**src/rtl/pe_array_ins_issue.sv**
```systemverilog
// Issue sequencer for the PE array IF stage: streams a block of instructions from IMEM
// with latched predication/data-selection bits, a one-entry stall hold register and NOP fill.
module pe_array_ins_issue #(
  parameter int                   INS_WIDTH  = 24,
  parameter int                   ADDR_WIDTH = 10,
  parameter logic [INS_WIDTH-1:0] NOP_WORD   = {INS_WIDTH{1'b0}}
) (
  input  logic                  iClk,
  input  logic                  iReset,
  input  logic                  iCP_Start,
  input  logic [ADDR_WIDTH-1:0] iCP_Start_Addr,
  input  logic [ADDR_WIDTH-1:0] iCP_Length,
  input  logic [1:0]            iCP_Predication,
  input  logic [1:0]            iCP_Data_Selection,
  output logic                  oCP_Busy,
  output logic                  oCP_Done,
  input  logic                  iStall,
  output logic                  oIMEM_Read_En,
  output logic [ADDR_WIDTH-1:0] oIMEM_Addr,
  input  logic [INS_WIDTH-1:0]  iIMEM_Data,
  output logic [INS_WIDTH-1:0]  oIssue_Instruction,
  output logic [1:0]            oIssue_Predication,
  output logic [1:0]            oIssue_Data_Selection,
  output logic                  oIssue_Valid
);

  typedef enum logic [1:0] {
    IDLE  = 2'd0,
    RUN   = 2'd1,
    DRAIN = 2'd2,
    DONE  = 2'd3
  } state_t;

  localparam logic [ADDR_WIDTH-1:0] ZERO_A = {ADDR_WIDTH{1'b0}};
  localparam logic [ADDR_WIDTH-1:0] ONE_A  = {{(ADDR_WIDTH-1){1'b0}}, 1'b1};

  state_t                rState;
  state_t                nextState;
  logic [ADDR_WIDTH-1:0] rAddr;
  logic [ADDR_WIDTH-1:0] rRemain;
  logic [1:0]            rPred;
  logic [1:0]            rSel;
  logic                  rPend;
  logic                  rHoldValid;
  logic [INS_WIDTH-1:0]  rHold;
  logic                  rDone;
  logic                  readEn;
  logic                  issueValid;
  logic                  consume;

  assign issueValid = rHoldValid | rPend;
  assign consume    = issueValid & ~iStall;
  assign readEn     = (rState == RUN) && (rRemain != ZERO_A) && !iStall;

  // Next-state logic; DRAIN may leave in the same cycle the last word is consumed
  always_comb begin
    nextState = rState;
    case (rState)
      IDLE: begin
        if (iCP_Start) begin
          nextState = (iCP_Length != ZERO_A) ? RUN : DONE;
        end else begin
          nextState = IDLE;
        end
      end
      RUN: begin
        if (readEn && (rRemain == ONE_A)) begin
          nextState = DRAIN;
        end else begin
          nextState = RUN;
        end
      end
      DRAIN: begin
        if (!issueValid || consume) begin
          nextState = DONE;
        end else begin
          nextState = DRAIN;
        end
      end
      DONE:    nextState = IDLE;
      default: nextState = IDLE;
    endcase
  end

  // State, block parameters, read pipeline and hold register
  always_ff @(posedge iClk) begin
    if (iReset) begin
      rState     <= IDLE;
      rAddr      <= ZERO_A;
      rRemain    <= ZERO_A;
      rPred      <= 2'b00;
      rSel       <= 2'b00;
      rPend      <= 1'b0;
      rHoldValid <= 1'b0;
      rHold      <= NOP_WORD;
      rDone      <= 1'b0;
    end else begin
      rState <= nextState;
      rDone  <= (rState == DONE);
      rPend  <= readEn;
      if ((rState == IDLE) && iCP_Start) begin
        rAddr   <= iCP_Start_Addr;
        rRemain <= iCP_Length;
        rPred   <= iCP_Predication;
        rSel    <= iCP_Data_Selection;
      end else if (readEn) begin
        rAddr   <= rAddr + ONE_A;
        rRemain <= rRemain - ONE_A;
      end
      // Park the in-flight IMEM word so the issue outputs stay stable while stalled
      if (iStall && rPend && !rHoldValid) begin
        rHold      <= iIMEM_Data;
        rHoldValid <= 1'b1;
      end else if (rHoldValid && !iStall) begin
        rHoldValid <= 1'b0;
      end
    end
  end

  // Issue mux: hold register first, then fresh IMEM data, otherwise NOP
  always_comb begin
    if (rHoldValid) begin
      oIssue_Instruction = rHold;
    end else if (rPend) begin
      oIssue_Instruction = iIMEM_Data;
    end else begin
      oIssue_Instruction = NOP_WORD;
    end
    oIssue_Predication    = issueValid ? rPred : 2'b00;
    oIssue_Data_Selection = issueValid ? rSel  : 2'b00;
  end

  assign oIssue_Valid  = issueValid;
  assign oIMEM_Read_En = readEn;
  assign oIMEM_Addr    = rAddr;
  assign oCP_Busy      = (rState != IDLE);
  assign oCP_Done      = rDone;

endmodule

```
**config.mk**
```make
export PLATFORM = sky130hd
export DESIGN_NAME = pe_array_ins_issue
export DESIGN_NICKNAME = d
export VERILOG_FILES = /design/src/rtl/pe_array_ins_issue.sv
export SDC_FILE = /design/constraint.sdc
export NUM_CORES = 1
export LEC_CHECK = 0
export BUFFER_PORTS_ARGS = -buffer_cell sky130_fd_sc_hd__buf_4
export CAP_MARGIN = 20
export CELL_PAD_IN_SITES_DETAIL_PLACEMENT = 1
export CELL_PAD_IN_SITES_GLOBAL_PLACEMENT = 2
export CORE_MARGIN = 4
export CORE_UTILIZATION = 28
export DETAILED_ROUTE_END_ITERATION = 10
export MAX_ROUTING_LAYER = met4
export PLACE_DENSITY = 0.8
export REMOVE_ABC_BUFFERS = 1
export SETUP_SLACK_MARGIN = 0.3
export SYNTH_ARGS = -nofsm -noshare
export SYNTH_HDL_FRONTEND = slang
export SYNTH_SLANG_ARGS = --single-unit
```
**constraint.sdc**
```tcl
create_clock -name iClk -period 5.9 [get_ports iClk]
set_input_delay 0.59 -clock iClk [delete_from_list [all_inputs] [get_ports iClk]]
set_output_delay 0.59 -clock iClk [all_outputs]
set_load 0.01 [all_outputs]
```
==> impl_metrics.yaml <==
sta:
  finClkSkew_ns: 0.006033
  fmax_mhz: 308.7
  period_minus_slack_ns: 3.240
  finalCritPeriodShare_pct: 54.91
  worstMarginPinSlew_ns: 1.015
  tns_ns: 0
  hold_viol_final: 0
  relSlewSlack_pct: 32.27
  rsz0062_at_grt: "false"
  final_max_slew_viol_count: 0
  setup-violations-final: 0
  worst_slack_ns: 2.660
logic_synthesis:
  ys_seq_elements: 53
  async_flop_share_pct: 0
  avgSynthCellArea_sq_um: 7.054
  seq_area_frac_synth_pct: 38.67
  syn_area_sq_um: 2744
  ys.flop_type: "dfxtp_1"
  synth_edf_count: 0
  syn_inst: 389
  synth.distinct_cells: 44
  yosysWarnings: 0
clock_network:
  numCtsBuffers: 5
  clkLatencyLatePin_ns: 0.31
  htreeDepth: 2
  post_cts_resized: 0
  ctsLongestPathBuffers: 2
  post_cts_buffers: 0
  clock_sinks: 53
  tritoncts: "done"
  holdBufCountCts: 0
  cts_root_buf: "clkbuf_8"
  clkSlewWorstSetupHoldPaths_ns: 0.10
routing:
  final_antenna_net_count: 0
  vias_per_cell: 4.998
  top_layer: "met4"
  drt_iter0_drc: 100
  firstDrtPassIters: 4
  num_vias: 2979
  wl_met3_microns: 482
  wl_met1_microns: 4400
  wl_per_cell_microns: 15.35
  drt-total-wl_microns: 9146
  drc: 0
  wl_met2_microns: 4233
final_layout:
  multi_input_area_sq_um: 1560
  finalNonFillerCells: 596
  fill_cells: 1245
  diodes: 0
  syn_to_final_growth_pct: 33.11
  nets: 521
  final_area_sq_um: 3652
  drive_gt1_share_pct: 23.55
  final-seq-area_sq_um: 1061
critical_path:
  path_delay_family: "buffers and inverters"
  crit_type: "flop to output pin"
  critPathMaxFanout: 20
  worstSetupEndpoint: "oIMEM_Read_En"
  crit_top_cell: "inv_1"
  path_buf_inv: 3
  setup.worst_path.start: "rRemain[1]$_SDFFE_PP0P_"
  reg2reg_depth: 7
  startpoint_type: "flop"
  reg2reg_to: "oIMEM_Addr[9]$_SDFFE_PP0P_"
  endpoint_kind: "output pin"
  crit_arrival_ns: 2.65
  cp_cell_sequence: "inv_1 > ha_1 > nor3b_1 > a31o_1 > inv_1 > buf_4"
  path_depth: 6
  cpPeakStageDelay_ns: 0.63
  cp.required_ns: 5.31
  rr_startpoint: "rRemain[1]$_SDFFE_PP0P_"
  rrSetupSlack_ns: 3.16
  slowest_stage: "a31o_1"
worst_hold_path:
  hp-class: "flop to flop"
  holdPathStages: 2
global_route:
  grt_antenna_before_repair: 0
  grt_pass1_vias: 2925
  grt_usage_pct: 16.30
  grt_overflow: 0
  grt_pass1_wl_microns: 14970
  grt_max_degree: 60
pwr:
  switchingPower_w: 0.0002374
  p_sw_share_pct: 27.74
  pwr-share-clk_pct: 34.5
  internal_power_w: 0.0006184
  ir_worst_vdd_mv: 0.08543
  seqPwrFrac_pct: 46.7
  p_comb_share_pct: 18.7
  p_leak_nw: 1.383
  cellPowerDensity_nw_per_um2: 234.3
placed_design:
  io_buffers: 93
  post-place-ws_ns: 2.998
  place_hpwl_microns: 6549
  placed_area_sq_um: 3518
  gp_congestion: 0.7850
  place_inst: 588
die:
  start_util_pct: 29.28
  io_pins: 94
  die_h_microns: 107.0
  core_area_sq_um: 9371
  die_width_microns: 107.0
  rows: 35
  fp.dieArea_sq_um: 11450
flow_run:
  maxCapViolCount: 0
outcome:
  status: "finished, final reports clean"
## sequential cells by signal, indices dropped and copies added (netlist names)
| signal | count |
|---|---|
| rHold | 24 |
| oIMEM_Addr | 10 |
| rRemain | 10 |
| rPred | 2 |
| rSel | 2 |
| rState | 2 |
| oCP_Done | 1 |
| rHoldValid | 1 |
| rPend | 1 |
## final cells by class
class | instances | share of cell area [%]
Multi-Input combinational cell | 305 | 42.72
Timing Repair Buffer | 95 | 19.53
Clock inverter | 3 | 1.781
Inverter | 6 | 0.6167
Tap cell | 129 | 4.419
Clock buffer | 5 | 1.884
Sequential cell | 53 | 29.05
## power by group through the flow
| stage | logic, W | clock network [W] | registers [W] |
|---|---|---|---|
| after floorplan | 0.0000782 | 0 | 0.000404 |
| after global placement | 0.000159 | 0 | 0.000407 |
| after detailed placement | 0.000161 | 0 | 0.000408 |
| after CTS | 0.000162 | 0.000304 | 0.000400 |
| after global routing | 0.000178 | 0.000321 | 0.000404 |
| final | 0.000160 | 0.000296 | 0.000400 |
## metrics by stage
step	power (W)	hold WS, ns	util (%)
after CTS	0.0008659	0.4619	38.97
after detailed placement	0.0005690	0.4473	37.54
after global placement	0.0005655	0.4381	37.54
after floorplan	0.0004819	0.4257	-
final	0.0008558	0.4555	38.97
after global routing	0.0009028	0.4739	38.97
## metal layers
layer	vias up	track usage (%)
met5	-	-
met4	0	2.466
met3	5	2.649
met2	95	25.72
met1	1377	22.56
li1	1502	-
## placed cells by master (no fill, tap or decap), types with 2 or more instances in the layout
cell       netlist  layout
nand2_1        126     126
buf_4            0      95
dfxtp_1         53      53
a21oi_1         33      33
o21ai_0         31      31
nor2_1          15      14
nand3_1         11      11
nor3_1          10      10
a31oi_1         10      10
inv_1            6       6
nand2b_1         6       6
or4_1            5       5
nor4_1           5       5
a22oi_1          5       5
clkbuf_8         0       5
nor2b_1          4       4
nand4_1          4       4
nor3b_1          3       3
o21a_1           3       3
o22ai_1          3       3
ha_1             3       3
or3b_2           2       2
or3_1            2       2
o31a_1           2       2
o311ai_0         2       2
mux2i_1          2       2
a311oi_1         2       2
bufinv_16        0       2
## synth_stat cells (2+ instances only)
master	count	area, sq um
nand2_1	126	473.0
dfxtp_1	53	1061
a21oi_1	33	165.2
o21ai_0	31	155.2
clkbuf_1	23	86.33
nor2_1	15	56.30
nand3_1	11	55.05
a31oi_1	10	62.56
nor3_1	10	50.05
inv_1	6	22.52
nand2b_1	6	37.54
a22oi_1	5	37.54
nor4_1	5	31.28
or4_1	5	37.54
nand4_1	4	25.02
nor2b_1	4	25.02
ha_1	3	37.54
nor3b_1	3	22.52
o21a_1	3	22.52
o22ai_1	3	18.77
a311oi_1	2	17.52
mux2i_1	2	20.02
o311ai_0	2	17.52
o31a_1	2	17.52
or3_1	2	12.51
or3b_2	2	17.52
## cells by family after synthesis
kind of cell,Yosys count,synth area share (%)
AND/OR/NAND/NOR,199,32.65
AO/OA/AOI/OAI,99,21.30
flip-flops,53,38.67
buffers and inverters,31,4.560
multiplexers,3,1.140
adder cells (fa/ha/maj),3,1.368
XOR/XNOR,1,0.3193
## tightest hold or removal path, delay by kind of cell, from the launching register on
kind               cells  cell delay, ns
AOI/OAI and AO/OA      1            0.05
and+or+nand+nor        1            0.05
DFF                    1            0.32
## worst min-delay path by stage
| stage | start | to | slack [ns] |
|---|---|---|---|
| after floorplan | rPred[0]$_SDFFE_PP0P_ | rPred[0]$_SDFFE_PP0P_ | 0.43 |
| after global placement | rPred[1]$_SDFFE_PP0P_ | rPred[1]$_SDFFE_PP0P_ | 0.44 |
| after detailed placement | rPred[1]$_SDFFE_PP0P_ | rPred[1]$_SDFFE_PP0P_ | 0.45 |
| after CTS | rPred[1]$_SDFFE_PP0P_ | rPred[1]$_SDFFE_PP0P_ | 0.46 |
| after global routing | rPred[1]$_SDFFE_PP0P_ | rPred[1]$_SDFFE_PP0P_ | 0.47 |
| final | rPred[1]$_SDFFE_PP0P_ | rPred[1]$_SDFFE_PP0P_ | 0.46 |
No activity file was read; power rests on OpenSTA's default activity.
